$ cat src/rtl/gen_transpose_sched.sv
// Row-in / column-out transpose sequencer: fills a NUM x WID bit matrix, then drains WID columns.
// Latency: first column is valid the cycle after the block-ending row accept.
// Backpressure: columns hold while out_ready=0; in_ready stays low for the whole drain.
module gen_transpose_sched #(
   parameter int NUM = 8,
   parameter int WID = 6
) (
   input  logic           clock,
   input  logic           rst,
   input  logic [WID-1:0] in_data,
   input  logic           in_valid,
   input  logic           in_last,
   output logic           in_ready,
   input  logic           rev_en,
   output logic [NUM-1:0] out_data,
   output logic           out_valid,
   output logic           out_last,
   input  logic           out_ready,
   output logic           busy,
   output logic           len_err
);
   localparam int RW = $clog2(NUM + 1);
   localparam int CW = $clog2(WID);

   typedef enum logic [1:0] {S_IDLE, S_FILL, S_DRAIN} state_t;

   state_t         r_state;
   logic [WID-1:0] r_mat [NUM];
   logic [NUM-1:0] r_mask;
   logic [RW-1:0]  r_row_cnt;
   logic [CW-1:0]  r_col_cnt;
   logic           r_rev;
   logic           r_in_rdy;
   logic           r_out_vld;
   logic           r_out_last;
   logic [NUM-1:0] r_out_dat;
   logic           r_busy;
   logic           r_len_err;

   logic           w_acc;
   logic           w_rev;
   logic           w_end_row;
   logic           w_col_acc;
   logic [RW-1:0]  w_wr_idx;
   logic [NUM-1:0] w_wr_hit;
   logic [WID-1:0] w_eff [NUM];
   logic [CW-1:0]  w_col_sel;
   logic [NUM-1:0] w_col;

   assign w_acc     = in_valid & r_in_rdy;
   assign w_wr_idx  = (r_state == S_IDLE) ? '0 : r_row_cnt;
   assign w_rev     = (r_state == S_IDLE) ? rev_en : r_rev;
   assign w_end_row = (r_row_cnt == RW'(NUM - 1));
   assign w_col_acc = r_out_vld & out_ready;
   assign w_col_sel = (r_state == S_DRAIN) ? r_col_cnt + CW'(1) : '0;

   // Effective matrix includes the row being written this cycle, so column 0
   // can be registered on the same edge that accepts the final row.
   always_comb begin
      for (int r = 0; r < NUM; r++) begin
         w_wr_hit[r] = w_acc && (w_wr_idx == RW'(r));
         w_eff[r]    = w_wr_hit[r] ? in_data : (r_mask[r] ? r_mat[r] : '0);
      end
      for (int r = 0; r < NUM; r++) begin
         w_col[r] = w_rev ? w_eff[NUM-1-r][w_col_sel] : w_eff[r][w_col_sel];
      end
   end

   always_ff @(posedge clock) begin
      for (int r = 0; r < NUM; r++) begin
         if (w_wr_hit[r]) r_mat[r] <= in_data;
      end
   end

   always_ff @(posedge clock or posedge rst) begin
      if (rst) begin
         r_state    <= S_IDLE;
         r_mask     <= '0;
         r_row_cnt  <= '0;
         r_col_cnt  <= '0;
         r_rev      <= 1'b0;
         r_in_rdy   <= 1'b1;
         r_out_vld  <= 1'b0;
         r_out_last <= 1'b0;
         r_out_dat  <= '0;
         r_busy     <= 1'b0;
         r_len_err  <= 1'b0;
      end else begin
         r_len_err <= 1'b0;
         r_mask    <= r_mask | w_wr_hit;
         case (r_state)
            S_IDLE: begin
               if (w_acc) begin
                  r_row_cnt <= RW'(1);
                  r_rev     <= rev_en;
                  r_busy    <= 1'b1;
                  if (in_last) begin
                     r_state    <= S_DRAIN;
                     r_in_rdy   <= 1'b0;
                     r_out_dat  <= w_col;
                     r_out_vld  <= 1'b1;
                     r_out_last <= 1'b0;
                     r_col_cnt  <= '0;
                  end else begin
                     r_state <= S_FILL;
                  end
               end
            end
            S_FILL: begin
               if (w_acc) begin
                  r_row_cnt <= r_row_cnt + RW'(1);
                  if (in_last || w_end_row) begin
                     r_state    <= S_DRAIN;
                     r_in_rdy   <= 1'b0;
                     r_out_dat  <= w_col;
                     r_out_vld  <= 1'b1;
                     r_out_last <= 1'b0;
                     r_col_cnt  <= '0;
                     r_len_err  <= w_end_row & ~in_last;
                  end
               end
            end
            S_DRAIN: begin
               if (w_col_acc) begin
                  if (r_col_cnt == CW'(WID - 1)) begin
                     r_state    <= S_IDLE;
                     r_in_rdy   <= 1'b1;
                     r_busy     <= 1'b0;
                     r_out_vld  <= 1'b0;
                     r_out_last <= 1'b0;
                     r_out_dat  <= '0;
                     r_row_cnt  <= '0;
                     r_col_cnt  <= '0;
                     r_rev      <= 1'b0;
                     r_mask     <= '0;
                  end else begin
                     r_col_cnt  <= r_col_cnt + CW'(1);
                     r_out_dat  <= w_col;
                     r_out_last <= (r_col_cnt == CW'(WID - 2));
                  end
               end
            end
            default: r_state <= S_IDLE;
         endcase
      end
   end

   assign in_ready  = r_in_rdy;
   assign out_data  = r_out_dat;
   assign out_valid = r_out_vld;
   assign out_last  = r_out_last;
   assign busy      = r_busy;
   assign len_err   = r_len_err;

endmodule
$ cat config.mk
export PLATFORM = sky130hd
export DESIGN_NAME = gen_transpose_sched
export DESIGN_NICKNAME = d
export VERILOG_FILES = /design/src/rtl/gen_transpose_sched.sv
export SDC_FILE = /design/constraint.sdc
export NUM_CORES = 1
export LEC_CHECK = 0
export ABC_AREA = 1
export CORE_MARGIN = 3
export CORE_UTILIZATION = 60
export CTS_CLUSTER_DIAMETER = 150
export DETAILED_ROUTE_END_ITERATION = 16
export HOLD_SLACK_MARGIN = 0.06
export PLACE_DENSITY = 0.8
export SYNTH_ARGS = -nofsm -noshare
export SYNTH_HDL_FRONTEND = slang
export SYNTH_SLANG_ARGS = --single-unit
$ cat constraint.sdc
create_clock -name clock -period 3.32 [get_ports clock]
set_input_delay 0.332 -clock clock [delete_from_list [all_inputs] [get_ports clock]]
set_output_delay 0.332 -clock clock [all_outputs]
set_load 0.03 [all_outputs]
-- After elaboration in Yosys (flattened, before gate mapping)
Memories as Yosys holds them, arrays and structs flattened.
Cells that the tools add are included.
- order comparisons: 1
- add/sub/neg operators: 2
- reduce and logical (&&, ||, !) cells: 25
- eq/ne operators: 18
- bitwise operators: 5
- muxes and demuxes: 133
- operators by type and width (operator ; count):
    two-way mux 6 bit ; 23
    two-way mux 8 bit ; 9
    two-way mux 1 bit ; 59
    two-way mux 3 bit ; 14
    OR reduction 6 bit ; 7
    binary-select mux 1 bit (select 3 bit) ; 8
    case mux 8 bit (3 select lines) ; 1
    == test 4 x 3 -> 1 bit (second input constant) ; 5
    two-way mux 4 bit ; 5
    two-way mux 2 bit ; 6
    case mux 4 bit (3 select lines) ; 1
    inequality test 2 bit (second input constant) ; 5
    AND reduction 5 bit ; 2
    case mux 1 bit (3 select lines) ; 3
    case mux 3 bit (3 select lines) ; 1
    == test 4 x 2 -> 1 bit (second input constant) ; 2
    logical AND 1 bit ; 8
    bitwise OR 8 bit ; 1
    AND reduction 7 bit ; 1
    == test 3 bit (second input constant) ; 2
    case mux 2 bit (3 select lines) ; 1
    AND reduction 6 bit ; 1
    adder 4 x 1 -> 4 bit (second input constant) ; 1
    == test 4 x 1 -> 1 bit (second input constant) ; 1
    14 further kinds ; 17
- input port bits: 12
- logic and storage cells: 196
- memories kept: 1
- bits in writable memories: 48
- bits in registers: 31
- memories (memory ; depth ; width ; read ports ; clocked after Yosys merged registers in ; wr ports ; RTL line ; RTL):
    r_mat ; 8 ; 6 ; 8 ; 0 ; 1 ; 28 ; logic [WID-1:0] r_mat [NUM];

-- Longest topological paths before layout
Gate-level depths: netlist (run 1).
- depth after elaboration: 14
- gate-level depth with buffers: 15
- gate-level depth less buffers: 14

-- Worst setup path before layout (run 1)
Ideal clock, no wire load.
- path kind: register -> register
- start point: register r_state[0]
- end point: register r_out_dat[3] (netlist: out_data[3])
- cell stages (with the launch flop): 16
- slack: 1401 ps
- data arrival time: 1802 ps
- path through: dfrtp_1 -> inv_1 -> ha_1 -> inv_2 -> buf_6 -> nand2_4 -> inv_2 -> nand2_1 -> nor2_2 -> nand2_1 -> nand3_1 -> nand2_1 -> nand2_1 -> nand2_1 -> nand3_1 -> nand2_1
- cells in the longest elaborated chain, start to end: 11
- elaborated cells between the ends (all ways): 31
- those cells by class: eq/ne (9); mux (17); reduce/logical (5)
- ends and longest elaborated chain (element ; RTL line ; RTL):
    start: declaration ; 27 ; state_t r_state;
    start signal: assignment ; 77 ; r_state <= S_IDLE;
    start signal: assignment ; 98 ; r_state <= S_DRAIN;
    start signal: assignment ; 105 ; r_state <= S_FILL;
    logical NOT 2 bit * ; 51 ; assign w_wr_idx = (r_state == S_IDLE) ? '0 : r_row_cnt;
    two-way mux 4 bit * ; 51 ;
    == test 4 x 2 -> 1 bit * ; 61 ; w_wr_hit[r] = w_acc && (w_wr_idx == RW'(r));
    logical AND 1 bit * ; 61 ;
    via w_wr_hit[3] ; 45 ; logic [NUM-1:0] w_wr_hit;
    two-way mux 6 bit * ; 62 ; w_eff[r] = w_wr_hit[r] ? in_data : (r_mask[r] ? r_mat[r] : '0);
    binary-select mux 1 bit (select 3 bit) * ; 65 ; w_col[r] = w_rev ? w_eff[NUM-1-r][w_col_sel] : w_eff[r][w_col_sel];
    two-way mux 1 bit (implied by the code) * ; 65 ;
    two-way mux 1 bit * ; 65 ;
    two-way mux 8 bit, on equally long branches ; 125, 112, 97 ;
    two-way mux 8 bit, on equally long branches ; 124, 110, 93 ;
    case mux 8 bit (3 select lines) * ; 91 ; case (r_state)
    end signal: assignment ; 100 ; r_out_dat <= w_col;
    end signal: assignment ; 115 ; r_out_dat <= w_col;
    end signal: assignment ; 138 ; r_out_dat <= w_col;
    end: declaration ; 36 ; logic [NUM-1:0] r_out_dat;
Mark *: on every way through the listed nets, which the timed path passes. The rest lies on a longest branch. The select of a mux whose other input is x is not followed.
A chain may end at the register's enable or synchronous reset.

-- Final worst setup path (run 1)
- start point: register r_state[0]
- end point: register r_out_dat[3] (netlist: out_data[3])
- cells in the longest elaborated chain, start to end: 11
- elaborated cells between the ends (all ways): 31
- those cells by class: eq/ne (9); mux (17); reduce/logical (5)
- ends and longest elaborated chain (element ; RTL line):
    logical NOT 2 bit ; 51, 52, 91
    two-way mux 4 bit ; 51
    == test 4 x 2 -> 1 bit / == test 4 x 3 -> 1 bit (equally long branches) ; 61
    logical AND 1 bit ; 61
    two-way mux 6 bit ; 62
    binary-select mux 1 bit (select 3 bit) ; 65
    two-way mux 1 bit (implied by the code) ; 65
    two-way mux 1 bit ; 65
    two-way mux 8 bit, on equally long branches ; 125, 112, 97
    two-way mux 8 bit, on equally long branches ; 124, 110, 93
    case mux 8 bit (3 select lines) ; 91
Parallel ways exist; a longest one is shown, timed or not. The select of a mux whose other input is x is not followed.

==> flow_summary.yaml, run 1 <==
sta:
  slew_headroom_pct: 46.9
  min_period_over_period_pct: 77.9
  fin_setup_tns_ps: 0
  skew_ps: 5.64
  fin_crit_ps: 2590
  tightest_slew_ps: 795
  rsz0062_at_grt: "false"
  setup_viol: 0
  max_freq_mhz: 387
  drv_slew: 0
  hold_viol: 0
setup_path:
  max_stage_delay_ps: 540
  critPathBufInv: 1
  worst_r2r_path_depth: 11
  crit_chain: "inv_1 -> ha_1 -> nand2_1 -> o21ai_2 -> nand2_1 -> nand3_1 -> nand2_1 -> nand2_1 -> nand2_1 -> nand3_1 -> nand2_1"
  path_delay_family: "simple AND/OR/NAND/NOR gates"
  cpMaxStageDelayCell: "o21ai_2"
  critPathLaunchType: "flip-flop"
  cp.arrival_ps: 2830
  end_kind: "flip-flop"
  path_class: "reg2reg"
  critPathMaxFanout: 23
  cp.depth: 11
  critPathRequiredTime_ps: 3560
  crit_top_cell: "nand2_1"
clock_tree:
  ctsHoldBuffers: 0
  post-cts-setup-buffers: 0
  cts.path.max_buffers: 2
  cts_tree: "yes"
  clkLatencyLatePin_ps: 350
  h-tree-depth: 3
  cts_buffers: 9
  clkTransAtPathRegs_ps: 80
  post_cts_resized: 0
  clock_sinks: 79
  cts_root_buffer: "clkbuf_8"
logic_synthesis:
  postSynthAreaPerCell_sq_um: 8.51
  synth_cell_type_count: 31
  syn_nets: 508
  ys_seq_area_share_pct: 53.4
  netlist_area_sq_um: 4150
  ys_ff_latch: 79
  ys_warn_count: 0
  synthCells: 488
detailed_routing:
  via_per_inst: 5.41
  postRouteAntennaNets: 0
  drc: 0
  wl_mm: 9.21
  drt-initial-drc-count: 400
  post_drt_wl_per_cell_um: 15.4
  vias: 3242
  drt_pass1_iterations: 5
placed_design:
  place_hpwl_mm: 6.43
  place_area_sq_um: 4440
  gp_congestion: 0.954
  io_buffer_count: 24
job:
  cap_violations: 0
finish:
  area.growth.synth_to_final_pct: 11.4
  fillers: 518
  multi_input_area_sq_um: 1560
  ff_latch_area_sq_um: 2220
  drive_gt1_share_pct: 9.39
  stdcell_area_sq_um: 4630
  nNetsFinal: 537
  antenna_cells: 0
grt:
  grt_max_degree: 32
  grt_use_total_pct: 24.9
  first_global_vias: 2907
  grt_pass1_wl_mm: 14.7
  overflow: 0
  antenna_found_initial: 0
pwr:
  vdd_drop_max_uv: 576
  p_sw_share_pct: 42.6
  combinationalPowerShare_pct: 43.8
  seq_power_share_pct: 36.3
  power.internal_mw: 2.03
  leakage_nw: 2.11
  p_clk_share_pct: 19.9
  power_density_nw_per_um2: 763
  p_sw_mw: 1.50
run_status:
  status: "finished clean"
floorplan:
  die_w_um: 89.2
  num_io_pins: 25
  die-area_sq_um: 7960
  die_y_um: 89.2
  row_count: 29
  start_util_pct: 63.6
  core_area_sq_um: 6530
hold_path:
  worstHoldPathType: "in2async"
power groups by stage:
stage                     logic [mW]  clock network, mW  registers [mW]
after floorplan                 1.05                  0            1.41
after global placement          1.51                  0            1.29
after detailed placement        1.53                  0            1.30
after CTS                       1.54              0.706            1.28
after global routing            1.73              0.748            1.30
final                           1.55              0.704            1.28
layout by cell type, fill, tap and decap left out, drive strengths merged, types with 2 or more instances in the layout:
cell           instances
dfrtp                 30
clkinvlp               2
inv                   79
o21ai                 22
ha                     8
nor2                  38
nor3                   6
edfxtp                48
a21oi                 11
nand2                159
clkbuf                11
clkinv                 4
clkdlybuf4s50         24
nand3                 71
buf                    2
sequential cells by signal, summed over array words and instances, names as in the netlist:
signal and count:
r_mat 48, out_data 8, r_mask 8, r_row_cnt 4, r_col_cnt 3, r_state 2, busy 1, in_ready 1
len_err 1, out_last 1, out_valid 1, r_rev 1
metal layers:
metal	vias to the layer above	part of all wire, %	global-route usage (%)
li1	1617	-	-
met1	1488	46	36.7
met2	127	45	38.9
met3	10	8.1	3.04
met4	0	1.1	7.71
met5	-	0	0
stage by stage:
step | total power, mW | worst slack [ps] | instances | hold WS, ps | utilization (%)
after floorplan | 2.46 | 1400 | 488 | 431 | -
after global placement | 2.80 | 802 | 583 | 463 | 68.0
after detailed placement | 2.83 | 761 | 583 | 466 | 68.0
after CTS | 3.53 | 743 | 599 | 369 | 70.9
after global routing | 3.78 | 488 | 599 | 386 | 70.9
final | 3.53 | 733 | 599 | 363 | 70.9
synth_stat cells:
| cell type | instances | area (sq um) |
|---|---|---|
| o21ai_0 | 16 | 80.1 |
| nand2_1 | 154 | 578 |
| buf_2 | 3 | 15.0 |
| o21ai_1 | 3 | 15.0 |
| xnor2_1 | 1 | 8.76 |
| buf_4 | 1 | 7.51 |
| nand3b_1 | 1 | 7.51 |
| o21ai_2 | 3 | 26.3 |
| nand3_2 | 3 | 30.0 |
| nor2_4 | 4 | 45.0 |
| edfxtp_1 | 48 | 1440 |
| clkinv_1 | 2 | 7.51 |
| nand3_1 | 66 | 330 |
| nand2_4 | 1 | 11.3 |
| o22ai_1 | 1 | 6.26 |
| nand3_4 | 2 | 35.0 |
| dfrtp_1 | 30 | 751 |
| nor2_1 | 27 | 101 |
| nor2_2 | 7 | 43.8 |
| dfstp_2 | 1 | 26.3 |
| buf_6 | 4 | 45.0 |
| inv_2 | 5 | 18.8 |
| o211ai_1 | 1 | 7.51 |
| inv_1 | 74 | 278 |
| ha_1 | 8 | 100 |
| nor3_1 | 3 | 15.0 |
| a21oi_1 | 11 | 55.1 |
| nand4_1 | 1 | 6.26 |
| nor3_2 | 2 | 20.0 |
| nor3_4 | 1 | 16.3 |
| nand2_2 | 4 | 25.0 |
tightest hold or removal path, cell delays in order:
cell	delay (ps)
clkdlybuf4s50_1	390
inv_1	50
buf_4	370
layout make-up:
type	count	area share, %
clock buffer	11	2.84
timing repair buffer	26	5.52
inverter	81	6.57
multi-input combinational	320	33.8
tap	77	2.08
clock inverter	5	1.27
sequential	79	47.9
final timing paths:
kind	start	end	slack (ps)
hold / removal	rst	out_data[1]	360
max in group asynchronous	rst	in_ready	2620
hold reg to reg	out_data[4]	out_data[4]	480
min in group clock	out_data[4]	out_data[4]	480
setup / recovery	r_state[0]	out_data[3]	730
setup reg to reg	r_state[0]	out_data[3]	730
kinds of logic (layout without fill, tap and decap cells):
group	count (synthesis)	after routing	synth area share [%]
buffers and inverters	89	123	8.95
flip-flops	79	79	53.4
AND/OR/NAND/NOR	276	276	30.5
AO/OA/AOI/OAI	35	35	4.58
XOR/XNOR	1	1	0.211
adder cells (fa/ha/maj)	8	8	2.41
Note: power is estimated with default switching activity, not from simulation.
==> run 2, diff against run 1 <==
--- a/config.mk
+++ b/config.mk
@@ -7,11 +7,11 @@
 export LEC_CHECK = 0
 export ABC_AREA = 1
 export CORE_MARGIN = 3
-export CORE_UTILIZATION = 60
+export CORE_UTILIZATION = 54
 export CTS_CLUSTER_DIAMETER = 150
 export DETAILED_ROUTE_END_ITERATION = 16
 export HOLD_SLACK_MARGIN = 0.06
-export PLACE_DENSITY = 0.8
+export PLACE_DENSITY = 0.76
 export SYNTH_ARGS = -nofsm -noshare
 export SYNTH_HDL_FRONTEND = slang
 export SYNTH_SLANG_ARGS = --single-unit
==> constraint.sdc (replaced) <==
create_clock -name clock -period 2.1 [get_ports clock]
set_input_delay 0.21 -clock clock [delete_from_list [all_inputs] [get_ports clock]]
set_output_delay 0.21 -clock clock [all_outputs]
set_load 0.03 [all_outputs]
==> run 2 against run 1 <==
Non-clock buffer count grew 43. Cell count grew 11%. Sequential power grew 59%. Critical path depth grew 4. Utilization grew 1.0 points. Clock power grew 73%. Largest power group unchanged. Clock skew grew 2.7 ps.
==> flow_summary.yaml, run 2 (synthesis results as in run 1) <==
grt:
  first_global_vias: 3250
  overflow: 0
  antenna_found_initial: 0
  grt_use_total_pct: 24.2
  grt_pass1_wl_mm: 16.3
  grt_max_degree: 32
pwr:
  combinationalPowerShare_pct: 49.7
  vdd_drop_max_uv: 664
  power_density_nw_per_um2: 1220
  power.internal_mw: 3.68
  p_sw_mw: 2.77
  leakage_nw: 2.41
  p_sw_share_pct: 42.9
  total_power_mw: 6.45
  p_clk_share_pct: 18.9
  seq_power_share_pct: 31.4
setup_path:
  critPathRequiredTime_ps: 2350
  cp.depth: 15
  critPathCapture: "out_data[0]"
  end_kind: "flip-flop"
  crit_chain: "inv_2 -> ha_4 -> buf_6 -> inv_4 -> nor2_4 -> clkbuf_16 -> nand2_1 -> nand3_2 -> o21ai_1 -> nand2_1 -> nand3_2 -> nand2_2 -> nand2_1 -> nand3_1 -> nand2_1"
  critPathBufInv: 4
  rr_endpoint: "out_data[0]"
  path_delay_family: "simple AND/OR/NAND/NOR gates"
  startpoint: "r_state[0]"
  path_class: "reg2reg"
  critPathMaxFanout: 7
  r2r_start: "r_state[0]"
  critPathLaunchType: "flip-flop"
  cp.arrival_ps: 2280
  worst_r2r_path_depth: 15
  cpMaxStageDelayCell: "dfrtp_1"
  max_stage_delay_ps: 390
  crit_top_cell: "nand2_1"
  rrSetupSlack_ps: 70
sta:
  setup_slack_ps: 71.0
  hold_viol: 0
  drv_slew: 0
  max_freq_mhz: 493
  fin_crit_ps: 2030
  skew_ps: 8.30
  setup_viol: 0
  rsz0062_at_grt: "true"
  slew_headroom_pct: 69.4
  tightest_slew_ps: 459
  min_period_over_period_pct: 96.6
clock_tree:
  cts.path.max_buffers: 2
  cts_tree: "yes"
  cts_buffers: 9
  cts_root_buffer: "clkbuf_8"
  clkLatencyLatePin_ps: 360
  clock_sinks: 79
  h-tree-depth: 3
  clkTransAtPathRegs_ps: 90
floorplan:
  row_count: 31
  die-area_sq_um: 8780
  start_util_pct: 56.4
  num_io_pins: 25
  core_area_sq_um: 7370
  die_y_um: 93.7
  die_w_um: 93.7
detailed_routing:
  postRouteAntennaNets: 0
  drc: 0
  wl_mm: 10.5
  via_per_inst: 5.32
  post_drt_wl_per_cell_um: 15.8
  drt_pass1_iterations: 5
  vias: 3541
  drt-initial-drc-count: 222
finish:
  drive_gt1_share_pct: 24.7
  layout_common_cells: "nand2_1 (137), inv_1 (71), edfxtp_1 (48), nand3_1 (47), buf_4 (38)"
  area.growth.synth_to_final_pct: 27.6
  multi_input_area_sq_um: 1770
  ff_latch_area_sq_um: 2220
  nNetsFinal: 581
  top_register: "r_mat"
  mostFrequentLayoutCell: "nand2_1"
  largest_reg_flops: 48
  fillers: 566
  antenna_cells: 0
placed_design:
  post-place-ws_ps: 25.3
  gp_congestion: 0.940
  io_buffer_count: 24
  place_hpwl_mm: 7.29
job:
  cap_violations: 0
hold_path:
  worstHoldPathType: "in2async"
run_status:
  status: "finished clean"
run 2: power by group through the flow:
stage               clock network [mW]  logic, mW  registers, mW
floorplan                            0       1.66           2.23
CTS                               1.23       2.66           2.02
finish                            1.22       3.21           2.03
global route                      1.29       3.52           2.05
global placement                     0       2.60           2.04
detailed placement                   0       2.65           2.05
run 2: routing by layer:
| layer | share of wire, % | GRT usage [%] |
|---|---|---|
| met4 | 2.7 | 8.66 |
| met3 | 6.3 | 4.97 |
| met1 | 44 | 34.6 |
| met2 | 47 | 36.8 |
| met5 | 0 | 0 |
run 2: per-stage QoR:
| stage | std cells | util [%] | area (sq um) | hold WS [ps] | TNS [ps] |
|---|---|---|---|---|---|
| after floorplan | 488 | - | 4150 | 309 | 0 |
| after global placement | 634 | 63.9 | 4710 | 467 | 0 |
| after detailed placement | 634 | 63.9 | 4710 | 465 | 0 |
| after CTS | 650 | 66.8 | 4920 | 241 | 0 |
| after global routing | 665 | 71.9 | 5300 | 274 | -211 |
| final | 665 | 71.9 | 5300 | 233 | 0 |
run 2: tightest hold or removal path: cells and delay by family:
kind | cells | cell delay (ps)
buffers and inverters | 3 | 820
run 2: worst min-delay path by stage:
stage	cells after the start	slack (ps)	start	end
finish	3	230	rst	out_data[3]
global route	3	270	rst	out_data[3]
CTS	3	240	rst	out_data[3]
detailed placement	2	460	out_data[6]	out_data[6]
global placement	2	470	out_data[3]	out_data[3]
floorplan	1	310	rst	busy
run 2: timing repair:
item                                    in CTS  in global routing
endpoints found under the setup margin       0                 10
resized for setup                            0                 61
hold buffers                                 0                  0
endpoints found under the hold margin        0                  0
setup buffers                                0                 11
run 2: area by class of cell:
cell class                 instances  share of cell area (%)
multi-input combinational        320                    33.4
timing repair inverter             1                   0.142
sequential                        79                    41.9
timing repair buffer              69                    12.3
clock buffer                      10                    2.60
clock inverter                     6                    1.42
tap                               99                    2.34
inverter                          81                    5.95
==> RTL change: new RTL, flow settings as in run 2 <==
The 3 states of `state_t` get a one-hot encoding in 3 bits.
--- a/src/rtl/gen_transpose_sched.sv
+++ b/src/rtl/gen_transpose_sched.sv
@@ -22,7 +22,7 @@
    localparam int RW = $clog2(NUM + 1);
    localparam int CW = $clog2(WID);
 
-   typedef enum logic [1:0] {S_IDLE, S_FILL, S_DRAIN} state_t;
+   typedef enum logic [2:0] {S_IDLE = 3'b001, S_FILL = 3'b010, S_DRAIN = 3'b100} state_t;
 
    state_t         r_state;
    logic [WID-1:0] r_mat [NUM];
Behaviour: same outputs for any inputs over 4 cycles, from zero or initial values and one cycle with rst high; so few cycles prove little.
==> RTL change against run 2 <==
- routed wire length fell by 9.1%
- design area fell by 6.0%
- critical endpoint is now out_data[5]$_DFFE_PP0P_
- non-clock buffer count fell by 11
- worst setup slack improved by 0.093 ns
- sequential cell count rose by 1
- maximum frequency rose by 4.8%
- hold slack improved by 0.015 ns
- critical path depth fell by 3
- highest routed layer unchanged
- area after synthesis fell by 0.15%
- first-iteration DRC count rose by 39%
- die area fell by 0.14%
Power is not compared: it rests on default switching activity, and its combinational part moved more than twofold at a synthesized area within 25%.
==> RTL change: results (changes against run 2) <==
route:
  vias: 3347  # -5.5%
  routedWlPerCell_um: 15.2  # -4.3%
  dr.pass1.iters: 6  # +1
  wirelength_mm: 9.58  # -9.1%
  first_iter_violations: 309  # +39%
clock_network:
  path_clk_slew_ns: 0.08
  htreeDepth: 3  # unchanged
  root_buffer: "clkbuf_8"
  clk_path_buf_depth: 2  # unchanged
synthesis:
  yosysWarnings: 0  # unchanged
  ys_types: 34  # +9.7%
  synth_flop_cell: "edfxtp_1"
  synth_nets: 485  # -4.5%
  synth_common_cells: "148 x nand2_1, 63 x nand3_1, 51 x inv_1"
  synth_area_leaders: "edfxtp_1 35%, dfrtp_1 18%, nand2_1 13%"
  synthArstFlopShare_pct: 40.0  # +0.76 points
  syn_area_per_cell_um2: 8.84  # +3.9%
  synth_edf_count: 48  # unchanged
  ys_seq_area_share_pct: 54.1  # +0.71 points
run_status:
  outcome: "complete, no violations"
grt:
  grt_max_degree: 33  # +3.1%
  grt_pass1_wl_mm: 15.9  # -2.5%
  grt_pass1_vias: 3167  # -2.6%
  grtUsageTotal_pct: 23.8  # -0.43 points
  antenna_found_initial: 0  # unchanged
critical_path:
  worst_r2r_path_depth: 12  # -3
  cp_max_fo: 13  # +6
  rrSetupSlack_ns: 0.16  # +0.09 ns
  cp.arrival_ns: 2.22  # -0.06 ns
  r2r-start: "r_state[0]$_DFFE_PP1P_"
  crit_start: "r_state[0]$_DFFE_PP1P_"
  r2r-end: "out_data[5]$_DFFE_PP0P_"
finish:
  regMostFlops: "r_mat"
  fin_nets: 544  # -6.4%
  design_area_um2: 4980  # -6.0%
  antennaDiodeCount: 0  # unchanged
  final_layout_size_suffix_gt1_share_pct: 17.3  # -7.5 points
  fillCellCount: 595  # +5.1%
placed_design:
  io_buffers: 24  # unchanged
  dp.cells: 614  # -3.2%
  routabilityCongestion: 0.988  # +5.2%
  place_area_um2: 4690  # -0.43%
  dp_hpwl_mm: 7.09  # -2.7%
timing:
  worst_pin_slew_ns: 0.430  # -0.0289 ns
  skew_ns: 0.0143  # +0.00601 ns
pwr:
  leakagePower_uw: 0.00230
  irDropWorstVdd_mv: 0.450
RTL change: changes by cell type after synthesis, moves of 3 or more:
cell,before,now
nand4_1,1,11
nand3_1,66,63
a21oi_4,0,3
nand2_1,154,148
o211ai_1,1,4
nor2_1,27,24
inv_1,74,51
ha_1,8,4
buf_2,3,6
nor2_2,7,0
RTL change: worst max path at each step:
stage	end	slack, ns	depth (start not counted)
after floorplan	out_data[3]$_DFFE_PP0P_	0.09	13
after global placement	out_data[5]$_DFFE_PP0P_	0.04	11
after detailed placement	out_data[3]$_DFFE_PP0P_	0.008	14
after CTS	out_data[5]$_DFFE_PP0P_	0.06	13
after global routing	out_data[2]$_DFFE_PP0P_	-0.006	12
final	out_data[5]$_DFFE_PP0P_	0.16	12
RTL change: layer usage:
layer	vias to the layer above	track usage [%]	routed length [um]	share of wire, %
li1	1675	-	-	-
met1	1555	33.2	4300	45
met2	101	36.5	4460	47
met3	16	5.47	624	6.5
met4	0	8.66	189	2.0
met5	-	0	0	0
RTL change: through the flow:
stage / power, uW / hold WS [ns] / setup TNS (ns) / setup slack (ns)
finish: 3030 / 0.248 / 0 / 0.163
global route: 3140 / 0.299 / -0.00633 / -0.00633
CTS: 3050 / 0.251 / 0 / 0.0581
detailed placement: 1800 / 0.465 / 0 / 0.00760
global placement: 1800 / 0.465 / 0 / 0.0380
floorplan: 1730 / 0.281 / 0 / 0.0936
RTL change: worst max-delay path, cell delays in order (launching register included):
cell,delay [ns]
dfstp_2,0.57
nor2_1,0.06
buf_4,0.20
nand2_8,0.10
a21oi_1,0.07
a21oi_4,0.17
nand4_4,0.11
buf_6,0.17
nor2_4,0.20
nand2_1,0.08
inv_1,0.05
nand2_1,0.05
nand2_1,0.05
RTL change: layout make-up:
type	count	area (um2)	area share, %
timing repair buffer	58	515	10.4
clock buffer	12	145	2.91
tap	99	124	2.49
multi-input combinational	320	1650	33.2
clock inverter	4	76.3	1.53
sequential	80	2240	45.1
inverter	59	223	4.47
RTL change: timing repair:
item	in CTS	in global routing
endpoints found under the setup margin	0	16
resized for setup	0	12
buffers inserted	0	2
RTL change: kinds of logic after synthesis:
family          after synthesis  share of synthesized area [%]
simple gates                274                           31.2
flops                        80                           54.1
buf+inv                      69                           6.91
compound gates               41                           6.34
fa+ha+maj                     4                           1.21
xor+xnor                      1                          0.211
RTL change: power by group:
part	internal, uW	switching, uW	leakage, uW
clock	708	559	0.000107
sequential	1670	0	0.000830
combinational	39.3	57.9	0.00136
total	2410	617	0.00230
